## src/rtl/ram_arb_pkg.sv

```systemverilog
// ---------------------------------------------------------------------------
// ram_arb_pkg
//   Shared definitions for the two-requester RAM arbiter.
//   - state_t : controller state (zero-fill sweep, then normal arbitration)
//   - id_t    : requester identity, used for the round-robin `last` pointer
//               and for steering read responses back to their owner
// ---------------------------------------------------------------------------
package ram_arb_pkg;

   typedef enum logic {
      ST_INIT = 1'b0,
      ST_RUN  = 1'b1
   } state_t;

   typedef logic id_t;

   localparam id_t ID_A = 1'b0;
   localparam id_t ID_B = 1'b1;

endpackage

```

## src/rtl/rr_arbiter2.sv

```systemverilog
// ---------------------------------------------------------------------------
// rr_arbiter2
//   Pure combinational two-way grant logic. At most one grant is ever high.
//   Ports:
//     req_a, req_b   in   requests from A and B (already qualified by caller)
//     last           in   identity of the most recent winner
//     fixed_prio     in   1 = A always wins a tie, 0 = alternate on ties
//     gnt_a, gnt_b   out  one-hot-or-zero grants
// ---------------------------------------------------------------------------
module rr_arbiter2
   import ram_arb_pkg::*;
(
   input  logic req_a,
   input  logic req_b,
   input  id_t  last,
   input  logic fixed_prio,
   output logic gnt_a,
   output logic gnt_b
);

   logic a_wins_tie;

   always_comb begin
      // On a tie A wins if priority is fixed, or if B had the previous turn.
      a_wins_tie = fixed_prio || (last == ID_B);
      gnt_a      = req_a && (!req_b || a_wins_tie);
      gnt_b      = req_b && !gnt_a;
   end

endmodule

```

## src/rtl/ram_arbiter.sv

```systemverilog
// ---------------------------------------------------------------------------
// ram_arbiter
//   Shares one single-port synchronous RAM (registered read, 1-cycle latency,
//   read-before-write) between requester A (CPU data) and requester B
//   (loader/display). After reset the RAM is zero-filled by a sweep over all
//   addresses; afterwards one access per cycle is granted and read data is
//   returned one cycle after the grant.
//
//   Handshake: a requester raises x_req with x_we/x_addr/x_wdata and holds
//   them stable until it sees x_gnt. The access is transferred in the cycle
//   where x_req && x_gnt. x_gnt is combinational and may be low for any
//   number of cycles. Read data comes back as x_rvalid/x_rdata exactly one
//   cycle after a read transfer; there is no response backpressure.
//
//   Ports:
//     clk, reset            clock, asynchronous active-high reset
//     a_req/a_we/a_addr/a_wdata   requester A command
//     a_gnt                 A transfer accepted this cycle (combinational)
//     a_rvalid/a_rdata      A read response (rdata is 0 when rvalid is 0)
//     b_*                   same set for requester B
//     mem_address/mem_load/mem_in  RAM command
//     mem_out               RAM read data (registered inside the RAM)
//     init_done             1 once the zero-fill sweep has completed
//     debug_state           current controller state
// ---------------------------------------------------------------------------
module ram_arbiter
   import ram_arb_pkg::*;
#(
   parameter int ADDR_WIDTH = 3,
   parameter int DATA_WIDTH = 16,
   parameter int FIXED_PRIO = 0
) (
   input  logic                  clk,
   input  logic                  reset,

   input  logic                  a_req,
   input  logic                  a_we,
   input  logic [ADDR_WIDTH-1:0] a_addr,
   input  logic [DATA_WIDTH-1:0] a_wdata,
   output logic                  a_gnt,
   output logic                  a_rvalid,
   output logic [DATA_WIDTH-1:0] a_rdata,

   input  logic                  b_req,
   input  logic                  b_we,
   input  logic [ADDR_WIDTH-1:0] b_addr,
   input  logic [DATA_WIDTH-1:0] b_wdata,
   output logic                  b_gnt,
   output logic                  b_rvalid,
   output logic [DATA_WIDTH-1:0] b_rdata,

   output logic [ADDR_WIDTH-1:0] mem_address,
   output logic                  mem_load,
   output logic [DATA_WIDTH-1:0] mem_in,
   input  logic [DATA_WIDTH-1:0] mem_out,

   output logic                  init_done,
   output state_t                debug_state
);

   localparam logic                  FIXED   = (FIXED_PRIO != 0);
   localparam logic [ADDR_WIDTH-1:0] CNT_ONE = 1;
   localparam logic [ADDR_WIDTH-1:0] CNT_MAX = {ADDR_WIDTH{1'b1}};

   // ------------------------------------------------------------------
   // State
   // ------------------------------------------------------------------
   state_t                  state;
   logic [ADDR_WIDTH-1:0]   cnt;        // zero-fill sweep address
   id_t                     last;       // most recent winner
   logic [ADDR_WIDTH-1:0]   addr_q;     // address driven last cycle
   logic                    rsp_valid;  // a read was transferred last cycle
   id_t                     rsp_id;     // ... and this requester owns it

   // ------------------------------------------------------------------
   // Grant logic. Requests are masked outside RUN so that nothing is
   // granted during the sweep, and masked by reset so grants drop
   // immediately when reset is asserted.
   // ------------------------------------------------------------------
   logic run_en;
   logic req_a_q;
   logic req_b_q;

   assign run_en  = (state == ST_RUN) && !reset;
   assign req_a_q = a_req && run_en;
   assign req_b_q = b_req && run_en;

   rr_arbiter2 u_arb (
      .req_a      (req_a_q),
      .req_b      (req_b_q),
      .last       (last),
      .fixed_prio (FIXED),
      .gnt_a      (a_gnt),
      .gnt_b      (b_gnt)
   );

   // ------------------------------------------------------------------
   // Winner selection
   // ------------------------------------------------------------------
   logic                  xfer;
   id_t                   win_id;
   logic                  win_we;
   logic [ADDR_WIDTH-1:0] win_addr;
   logic [DATA_WIDTH-1:0] win_wdata;

   always_comb begin
      xfer      = a_gnt || b_gnt;
      win_id    = b_gnt ? ID_B : ID_A;
      win_we    = b_gnt ? b_we    : a_we;
      win_addr  = b_gnt ? b_addr  : a_addr;
      win_wdata = b_gnt ? b_wdata : a_wdata;
   end

   // ------------------------------------------------------------------
   // RAM command mux. With no winner the address is parked on its last
   // value and load stays low, so an idle cycle can never write.
   // ------------------------------------------------------------------
   always_comb begin
      mem_address = addr_q;
      mem_load    = 1'b0;
      mem_in      = '0;
      if (reset) begin
         mem_load = 1'b0;
      end else if (state == ST_INIT) begin
         mem_address = cnt;
         mem_load    = 1'b1;
         mem_in      = '0;
      end else if (xfer) begin
         mem_address = win_addr;
         mem_load    = win_we;
         mem_in      = win_wdata;
      end
   end

   // ------------------------------------------------------------------
   // Controller: sweep counter, state, round-robin pointer and the
   // one-deep read response pipeline. Reset drops any pending response.
   // ------------------------------------------------------------------
   always_ff @(posedge clk or posedge reset) begin
      if (reset) begin
         state     <= ST_INIT;
         cnt       <= '0;
         last      <= ID_B;
         addr_q    <= '0;
         rsp_valid <= 1'b0;
         rsp_id    <= ID_A;
         init_done <= 1'b0;
      end else begin
         addr_q    <= mem_address;
         rsp_valid <= xfer && !win_we;
         rsp_id    <= win_id;
         case (state)
            ST_INIT: begin
               cnt <= cnt + CNT_ONE;
               // The cycle that writes the top address is the last sweep cycle.
               if (cnt == CNT_MAX) begin
                  state     <= ST_RUN;
                  init_done <= 1'b1;
               end
            end
            ST_RUN: begin
               if (xfer) begin
                  last <= win_id;
               end
            end
            default: begin
               state <= ST_INIT;
            end
         endcase
      end
   end

   // ------------------------------------------------------------------
   // Response steering: decoded from flops only, so rvalid is glitch-free.
   // ------------------------------------------------------------------
   always_comb begin
      a_rvalid = rsp_valid && (rsp_id == ID_A);
      b_rvalid = rsp_valid && (rsp_id == ID_B);
      a_rdata  = a_rvalid ? mem_out : '0;
      b_rdata  = b_rvalid ? mem_out : '0;
   end

   assign debug_state = state;

endmodule
```

## config.mk

```make
export PLATFORM = sky130hd
export DESIGN_NAME = ram_arbiter
export DESIGN_NICKNAME = d
export VERILOG_FILES = /design/src/rtl/ram_arb_pkg.sv /design/src/rtl/rr_arbiter2.sv /design/src/rtl/ram_arbiter.sv
export SDC_FILE = /design/constraint.sdc
export NUM_CORES = 1
export LEC_CHECK = 0
export CAP_MARGIN = 30
export CORE_MARGIN = 1.5
export CORE_UTILIZATION = 25
export DETAILED_ROUTE_END_ITERATION = 7
export PLACE_DENSITY = 0.77
export SLEW_MARGIN = 30
export SYNTH_ARGS = -nofsm -noshare
export SYNTH_HDL_FRONTEND = slang
export SYNTH_SLANG_ARGS = --single-unit
```

## constraint.sdc

```tcl
create_clock -name clk -period 1.4 [get_ports clk]
set_input_delay 0.28 -clock clk [delete_from_list [all_inputs] [get_ports clk]]
set_output_delay 0.28 -clock clk [all_outputs]
set_load 0.01 [all_outputs]
```

* After elaboration in Yosys (flattened, before gate mapping)
Index checks and enable logic that the tools add are counted.
** Word-level totals
- Output and inout bits :: 58
- Word-level logic and storage cells :: 44
- Register bits after elaboration :: 11
** Operators by class
- Add/sub/neg operators :: 1
- Mux-type cells :: 17
- Equal/unequal tests :: 1
- Reduce and logical (&&, ||, !) cells :: 16
- Bitwise gates (word level) :: 2
** Operator list (number)
- $mux W16 :: 6
- $mux W3 :: 4
- $logic_and A1 B1 Y1 :: 8
- $mux W1 :: 7
- $logic_not A1 Y1 :: 4
- $reduce_and A2 Y1 :: 2
- $add A3 B1 Y3 const B :: 1
- $eq A3 B3 Y1 const B :: 1
- $logic_or A1 B1 Y1 :: 2
- $not A1 Y1 :: 2

* Depth between registers and ports, before layout
Gate-level depths: netlist of run 1.
- Depth in word-level cells :: 12
- Depth in mapped cells :: 7

* By module
Synthesis of run 1 repeated with hierarchy kept, for this count alone.
** Unflattened totals
- Cells, all modules :: 131
- Area, all modules :: 1059.8 um^2
** By module, submodules not included
- ram_arbiter :: seq. area each 276.5 um^2, area an instance 1037.2 um^2, instances 1, cells each 127
- rr_arbiter2 :: seq. area each 0.0 um^2, area an instance 22.5 um^2, instances 1, cells each 4

* Worst setup path after synthesis of run 1
OpenSTA, ideal clock, no wires.
- Path kind :: register to output
- Start :: reg state, in the netlist debug_state
- End :: out mem_address[0]
- Stages on the path, launching flop included :: 7
- Data arrival time :: 1.427 ns
- Setup slack :: -0.307 ns
- Path buffers :: 1
- Path through :: dfrtp_1 -> buf_4 -> and2b_4 -> nand3_4 -> inv_6 -> a221oi_2 -> o31ai_1
** On the way
- Cells in the longest elaborated chain, start to end :: 11
- Elaborated cells between the ends (all ways) :: 13
** RTL lines
- start, declared :: RTL line ram_arbiter.sv:68 : state_t state;
- start signal, assigned :: RTL line ram_arbiter.sv:141 : state <= ST_INIT;
- start signal, assigned :: RTL line ram_arbiter.sv:157 : state <= ST_RUN;
- start signal, assigned :: RTL line ram_arbiter.sv:167 : state <= ST_INIT;
- $logic_and A1 B1 Y1 :: RTL line ram_arbiter.sv:84 : assign run_en = (state == ST_RUN) && !reset;
- $logic_and A1 B1 Y1 :: RTL line ram_arbiter.sv:86 : assign req_b_q = b_req && run_en;
- $logic_not A1 Y1 :: RTL line rr_arbiter2.sv:26 : gnt_a = req_a && (!req_b || a_wins_tie);
- $logic_or A1 B1 Y1 :: RTL line rr_arbiter2.sv:26
- $logic_and A1 B1 Y1 :: RTL line rr_arbiter2.sv:26
- $logic_not A1 Y1 :: RTL line rr_arbiter2.sv:27 : gnt_b = req_b && !gnt_a;
- $logic_and A1 B1 Y1 :: RTL line rr_arbiter2.sv:27
- $mux W3 / $logic_or A1 B1 Y1 (equally long branches) :: RTL line ram_arbiter.sv:110, ram_arbiter.sv:107
- $mux W3 :: RTL line ram_arbiter.sv:128 : end else if (xfer) begin
- $mux W3 (*) :: RTL line ram_arbiter.sv:124 : end else if (state == ST_INIT) begin
- $mux W3 (*) :: RTL line ram_arbiter.sv:122 : if (reset) begin
- end, declared :: RTL line ram_arbiter.sv:52 : output logic [ADDR_WIDTH-1:0] mem_address,
Mark *: on every way between the ends. The rest lies on a longest branch, timed or not.

* Worst setup path in the final report of run 1
- Start :: reg last
- End :: out mem_address[2]
** On the way
- Cells in the longest elaborated chain, start to end :: 8
- Elaborated cells between the ends (all ways) :: 9
** RTL lines
- start, declared :: RTL line ram_arbiter.sv:70 : id_t last;
- start signal, assigned :: RTL line ram_arbiter.sv:163 : last <= win_id;
- $logic_or A1 B1 Y1 (*) :: RTL line rr_arbiter2.sv:26
- $logic_and A1 B1 Y1 (*) :: RTL line rr_arbiter2.sv:26
- $logic_not A1 Y1 :: RTL line rr_arbiter2.sv:27
- $logic_and A1 B1 Y1 :: RTL line rr_arbiter2.sv:27
- $mux W3 / $logic_or A1 B1 Y1 (equally long branches) :: RTL line ram_arbiter.sv:110, ram_arbiter.sv:107
- $mux W3 (*) :: RTL line ram_arbiter.sv:128
- $mux W3 (*) :: RTL line ram_arbiter.sv:124
- $mux W3 (*) :: RTL line ram_arbiter.sv:122
Marked as above.

==> impl_metrics.tcl, run 1 <==
set metrics [dict create \
    antenna_found_initial 0 \
    clkTransAtPathRegs_ns 0.05 \
    initial_core_util_pct 26.36 \
    syn_area_um2 1070 \
    n_fill_cell 293 \
    path_max_fanout 7 \
    grt_remaining_overflow 0 \
    synthCells 135 \
    drtIter0Drc 43 \
    worst-path-buf-inv 2 \
    cp_slowest_cell "dfstp_2" \
    cts_buffer_depth 2 \
    fin_util_pct 72.00 \
    synth_top_cell_area_share_pct 23.39 \
    die_x_um 68.42 \
    drv_cap 0 \
    skew_ns 0.002341 \
    regToRegSetupSlack_ns 0.03 \
    final_cell_mix "clkdlybuf4s50_1, buf_6, buf_2, buf_4, and2_4" \
    cts_tree "yes" \
    dieArea_um2 4681 \
    yosys-top-cells-area "dfrtp_1, and3_1, and2_1" \
    rsz0062_at_grt "yes" \
    gp_congestion 0.7312 \
    yosysTopAreaCell "dfrtp_1" \
    critPathMaxStageDelay_ns 0.55 \
    worst_slew_pin_slew_ns 0.3481 \
    wl_per_cell_um 15.58 \
    rr_endpoint "rsp_valid" \
    crit_family "flip-flops" \
    ff2ff_path_depth 6 \
    core_area_um2 4058 \
    synth_seq_cells 11 \
    post-route-drc-count 0 \
    setup_viol 55 \
    synth_fp_nets 197 \
    syn_to_final_growth_pct 173.1 \
    numCtsBuffers 3 \
    violations "negative setup slack" \
    dieHeight_um 68.42 \
    first_global_vias 1490 \
    cp.depth 6 \
    ant_nets 0 \
    design_area_um2 2922 \
    cts.root.buffer_cell "clkbuf_8" \
    ys_warn_count 0 \
    dr.pass1.iters 2 \
    final_nets 355 \
    powerDensity_nw_per_um2 499.6 \
    clk_latency_ns 0.23 \
    vias_per_cell 4.635 \
    status "finished with violations" \
    cts_sinks 11 \
    cp.required_ns 1.12 \
    syn_area_per_cell_um2 7.924 \
    ios 118 \
    drive_gt1_share_pct 63.70 \
    htree_num_levels 1 \
    critPathCaptureType "output port" \
    grt_max_degree 18 \
    final_common_cell "clkdlybuf4s50_1" \
    relSlewSlack_pct 76.80 \
    start_kind "flip-flop" \
    post-route-min-period_ns 1.839 \
    placed_area_um2 2520 \
    post-place-ws_ns -0.9658 \
    wl_mm 5.330 \
    hpwl_mm 3.396 \
    slew_viol_final 0 \
    antenna_cells 0 \
    period_share_pct 131.3 \
    cts_hold_buf 0 \
    finalWorstSetupSlack_ns -0.4388 \
    grt_pass1_wl_mm 6.893 \
    track_usage_pct 19.34 \
    portBuffers 117 \
    p_leak_nw 1.400 \
    report.final.hold_viol_count 0 \
    fmax_mhz 543.8 \
    path_cells "nand2_2 -> nand3_4 -> buf_6 -> mux2i_2 -> o21ai_2 -> buf_2" \
    std_cell_rows 23 \
    vias 1585 \
    hold_path.class "in2async" \
    reg2reg_from "debug_state" \
    synth.yosys.seq_area_share_pct 25.85 \
    cp_data_arrival_time_ns 1.56 \
    ir_worst_vdd_mv 0.6350 \
    setup.worst_path.class "reg2out" \
    ys_types 32 \
]
==> through the flow <==
step / total power, mW / std cells / TNS [ns] / hold slack, ns
after floorplan: 0.6109 / 135 / -2.902 / 0.1453
after global placement: 1.011 / 318 / -30.17 / 0.4405
after detailed placement: 1.022 / 318 / -30.93 / 0.4606
after CTS: 1.375 / 338 / -11.85 / 0.3527
after global routing: 1.543 / 342 / -16.69 / 0.4011
final: 1.460 / 342 / -13.64 / 0.3706
==> kinds of logic (layout without fill, tap and decap cells) <==
| group | Yosys count | in the layout | share of synthesized area [%] |
|---|---|---|---|
| fa+ha+maj | 2 | 2 | 2.339 |
| compound gates | 29 | 29 | 19.06 |
| flops | 11 | 11 | 25.85 |
| buf+inv | 11 | 168 | 6.784 |
| xor+xnor | 1 | 1 | 0.8189 |
| simple gates | 76 | 76 | 40.23 |
| mux | 5 | 5 | 4.912 |
==> area by class of cell <==
class                      instances  area (um2)  area share (%)
multi-input combinational        113       970.9           33.23
clock buffer                       4       45.04           1.542
timing repair buffer             161        1546           52.93
inverter                           3       18.77          0.6424
tap                               50       62.56           2.141
sequential                        11       277.8           9.507
==> state kept, by name (all words and copies together), names as in the netlist <==
register and cells:
init_done 1, rsp_id 1, addr_q 3, last 1
rsp_valid 1, cnt 3, debug_state 1
==> metal layers <==
metal	vias up	routed length, um	part of all wire [%]	track usage (%)
met2	88	2736	51	37.86
met3	12	507	9.5	5.757
li1	781	-	-	-
met1	704	1936	36	20.46
met4	0	149	2.8	2.500
met5	-	0	0	0
==> cells in the mapped netlist <==
| cell type | count |
|---|---|
| inv_6 | 1 |
| and4_1 | 1 |
| nand3_4 | 1 |
| buf_2 | 2 |
| a221oi_2 | 1 |
| nand2_2 | 9 |
| a31oi_1 | 1 |
| nand2b_1 | 1 |
| o22ai_1 | 1 |
| mux2i_1 | 3 |
| mux2_2 | 2 |
| buf_4 | 2 |
| o21ai_1 | 3 |
| dfrtp_1 | 10 |
| a22oi_1 | 2 |
| inv_1 | 2 |
| o31ai_1 | 2 |
| buf_12 | 1 |
| a21oi_1 | 9 |
| nor2b_1 | 2 |
| clkbuf_1 | 3 |
| and3_1 | 18 |
| and2b_4 | 1 |
| a21o_1 | 1 |
| or2_2 | 1 |
| dfstp_2 | 1 |
| nand2_1 | 24 |
| and2_1 | 17 |
| ha_1 | 2 |
| a21oi_2 | 9 |
| nor2_1 | 1 |
| xnor2_1 | 1 |
==> worst reg2reg max path, delay by kind of cell (launching register included) <==
| family | cells | cell delay, ns |
|---|---|---|
| buffers and inverters | 2 | 0.25 |
| multiplexers | 1 | 0.25 |
| AND/OR/NAND/NOR | 3 | 0.46 |
| flip-flops | 1 | 0.35 |
==> power breakdown <==
| part | internal (mW) | total (mW) | switching [mW] |
|---|---|---|---|
| clock network | 0.199 | 0.313 | 0.114 |
| registers | 0.345 | 0.363 | 0.0176 |
| logic | 0.463 | 0.783 | 0.320 |
| total | 1.01 | 1.46 | 0.451 |
==> repair_timing <==
item | 4_1_cts | 5_1_grt
gates resized for setup | 283 | 68
gates cloned | 4 | 0
pin swaps | 22 | 11
endpoints found under the setup margin | 62 | 59
setup buffers | 12 | 7
==> worst max path at each step <==
stage                     slack (ns)        endpoint         from
after floorplan                -0.20      mem_in[11]  debug_state
after global placement         -0.95  mem_address[0]        reset
after detailed placement       -0.97  mem_address[0]        reset
after CTS                      -0.43  mem_address[0]         last
after global routing           -0.51  mem_address[0]         last
final                          -0.44  mem_address[2]         last
Note: power is estimated with default switching activity, not from simulation.
==> run 2, diff against run 1 <==
- CORE_MARGIN: 1.5 -> default
- CORE_UTILIZATION: 25 -> 53
- DONT_BUFFER_PORTS: default -> 1
- PLACE_DENSITY: 0.77 -> 0.71
==> impl_metrics.tcl, run 2 (synthesis gave the netlist of run 1 again) <==
set metrics [dict create \
    setup.worst_path.class "reg2out" \
    rsz0062_at_grt "yes" \
    p_leak_nw 0.7926 \
    wl_per_cell_um 22.26 \
    violations "negative setup slack" \
    report.final.hold_viol_count 0 \
    status "finished with violations" \
    fmax_mhz 522.9 \
    clk_latency_ns 0.29 \
    portBuffers 0 \
    dieHeight_um 46.93 \
    worst_hold_startpoint "a_req" \
    grt_remaining_overflow 0 \
    power.internal_mw 0.6830 \
    vias_per_cell 6.342 \
    post-route-drc-count 0 \
    critPathCaptureType "output port" \
    power.share.clock_pct 21.3 \
    setup_viol 40 \
    cp.required_ns 1.12 \
    switching_share_pct 36.47 \
    relSlewSlack_pct 75.57 \
    dieArea_um2 2202 \
    std_cell_rows 15 \
    final_cell_mix "and3_1, and2_4, nand2_2, nand2_1, buf_4" \
    ios 118 \
    p_sw_mw 0.3921 \
    grt_pass1_wl_mm 4.236 \
    hold_path.class "in2reg" \
    min_to "last" \
    start_kind "flip-flop" \
    antenna_found_initial 0 \
    ant_nets 0 \
    htree_num_levels 1 \
    skew_ns 0.008095 \
    final_nets 222 \
    worst_slew_pin_slew_ns 0.3643 \
    critPathMaxStageDelay_ns 0.55 \
    placed_area_um2 1240 \
    drv_cap 0 \
    drtIter0Drc 15 \
    drive_gt1_share_pct 64.15 \
    clkTransAtPathRegs_ns 0.08 \
    post-route-min-period_ns 1.912 \
    wl_mm 4.095 \
    n_fill_cell 63 \
    cts_tree "yes" \
    track_usage_pct 28.61 \
    rr_endpoint "addr_q[0]" \
    regToRegSetupSlack_ns -0.02 \
    p_seq_share_pct 33.3 \
    dr.pass1.iters 6 \
    path_max_fanout 6 \
    design_area_um2 1654 \
    final_cells 184 \
    ff2ff_path_depth 4 \
    numCtsBuffers 3 \
    cp_slowest_cell "dfstp_2" \
    syn_to_final_growth_pct 54.62 \
    cts_sinks 11 \
    tns_ns -9.976 \
    initial_core_util_pct 59.38 \
    gp_congestion 0.8047 \
    design_power_total_mw 1.075 \
    hpwl_mm 2.400 \
    core_area_um2 1802 \
    cp_data_arrival_time_ns 1.63 \
    ir_worst_vdd_mv 0.8973 \
    path_cells "nand2_2 -> nand3_4 -> buf_4 -> clkbuf_16 -> nand2_1 -> a21oi_2" \
    die_x_um 46.93 \
    antenna_cells 0 \
    finalWorstSetupSlack_ns -0.5124 \
    reg.largest.list "addr_q (3), cnt (3)" \
    first_global_vias 917 \
    cts.root.buffer_cell "clkbuf_4" \
    reg2reg_from "last" \
    hold_depth 1 \
    period_share_pct 136.6 \
    vias 1167 \
    cts_buffer_depth 2 \
    dp.cells 169 \
    combPwrFrac_pct 45.3 \
    slew_viol_final 0 \
    grt_max_degree 18 \
    powerDensity_nw_per_um2 649.9 \
]
## run 2: cell count changes in the layout (fill, tap and decap cells not counted), moves of 5 or more
cell             before  now
clkdlybuf4s50_1      56    0
buf_6                55    8
buf_2                23    0
and3_1                5   16
and3_4               13    2
a21oi_2              15    8
a21oi_4               1    8
buf_4                18   13
## run 2: final cells by class
cell class	instances	area [um2]	share of cell area, %
Multi-Input combinational cell	113	974.7	58.93
Timing Repair Buffer	28	325.3	19.67
Sequential cell	11	276.5	16.72
Tap cell	25	31.28	1.891
Clock buffer	3	22.52	1.362
Inverter	3	18.77	1.135
Clock inverter	1	5.005	0.3026
## run 2: power groups by stage
| stage | sequential (mW) | combinational (mW) | clock, mW |
|---|---|---|---|
| 6_report | 0.358 | 0.487 | 0.229 |
| 5_1_grt | 0.360 | 0.512 | 0.232 |
| 4_1_cts | 0.357 | 0.403 | 0.224 |
| 3_5_place_dp | 0.361 | 0.322 | 0 |
| 3_3_place_gp | 0.360 | 0.310 | 0 |
| 2_1_floorplan | 0.362 | 0.249 | 0 |
## run 2: metal layers
metal  global-route usage (%)  vias up  routed length (um)
met2                    54.17       85                2227
li1                         -      515                   -
met4                    10.29        0                 144
met5                        0        -                   0
met3                    7.692       13                 330
met1                    30.02      554                1393
## run 2: through the flow
stage | hold WS, ns | utilization, % | worst slack [ns]
after global routing | 0.04966 | 91.81 | -0.5427
after global placement | 0.1944 | 68.82 | -0.07351
after CTS | 0.05432 | 81.11 | -0.4458
after floorplan | 0.1453 | - | -0.2003
final | 0.05074 | 91.81 | -0.5124
after detailed placement | 0.1981 | 68.82 | -0.1378
## run 2: timing repair
action	in CTS	in global routing
buffers inserted	1	5
endpoints found under the setup margin	40	56
gates resized for setup	31	32
gates cloned	4	1
hold endpoints to repair	10	0
hold buffers	1	0
pin swaps	16	23
## run 2: worst max-delay path, delay by kind of cell (launching register included)
| family | cells | cell delay, ns |
|---|---|---|
| AO/OA/AOI/OAI | 1 | 0.20 |
| AND/OR/NAND/NOR | 3 | 0.30 |
| flip-flops | 1 | 0.55 |
| buffers and inverters | 2 | 0.30 |
## run 2: worst max-delay path by stage
stage | cells after the start | start | slack (ns) | end
global route | 6 | last | -0.54 | mem_in[14]
CTS | 4 | last | -0.45 | mem_address[0]
global placement | 6 | reset | -0.07 | mem_load
detailed placement | 4 | last | -0.14 | mem_address[0]
floorplan | 7 | debug_state | -0.20 | mem_in[11]
finish | 6 | last | -0.51 | mem_in[14]
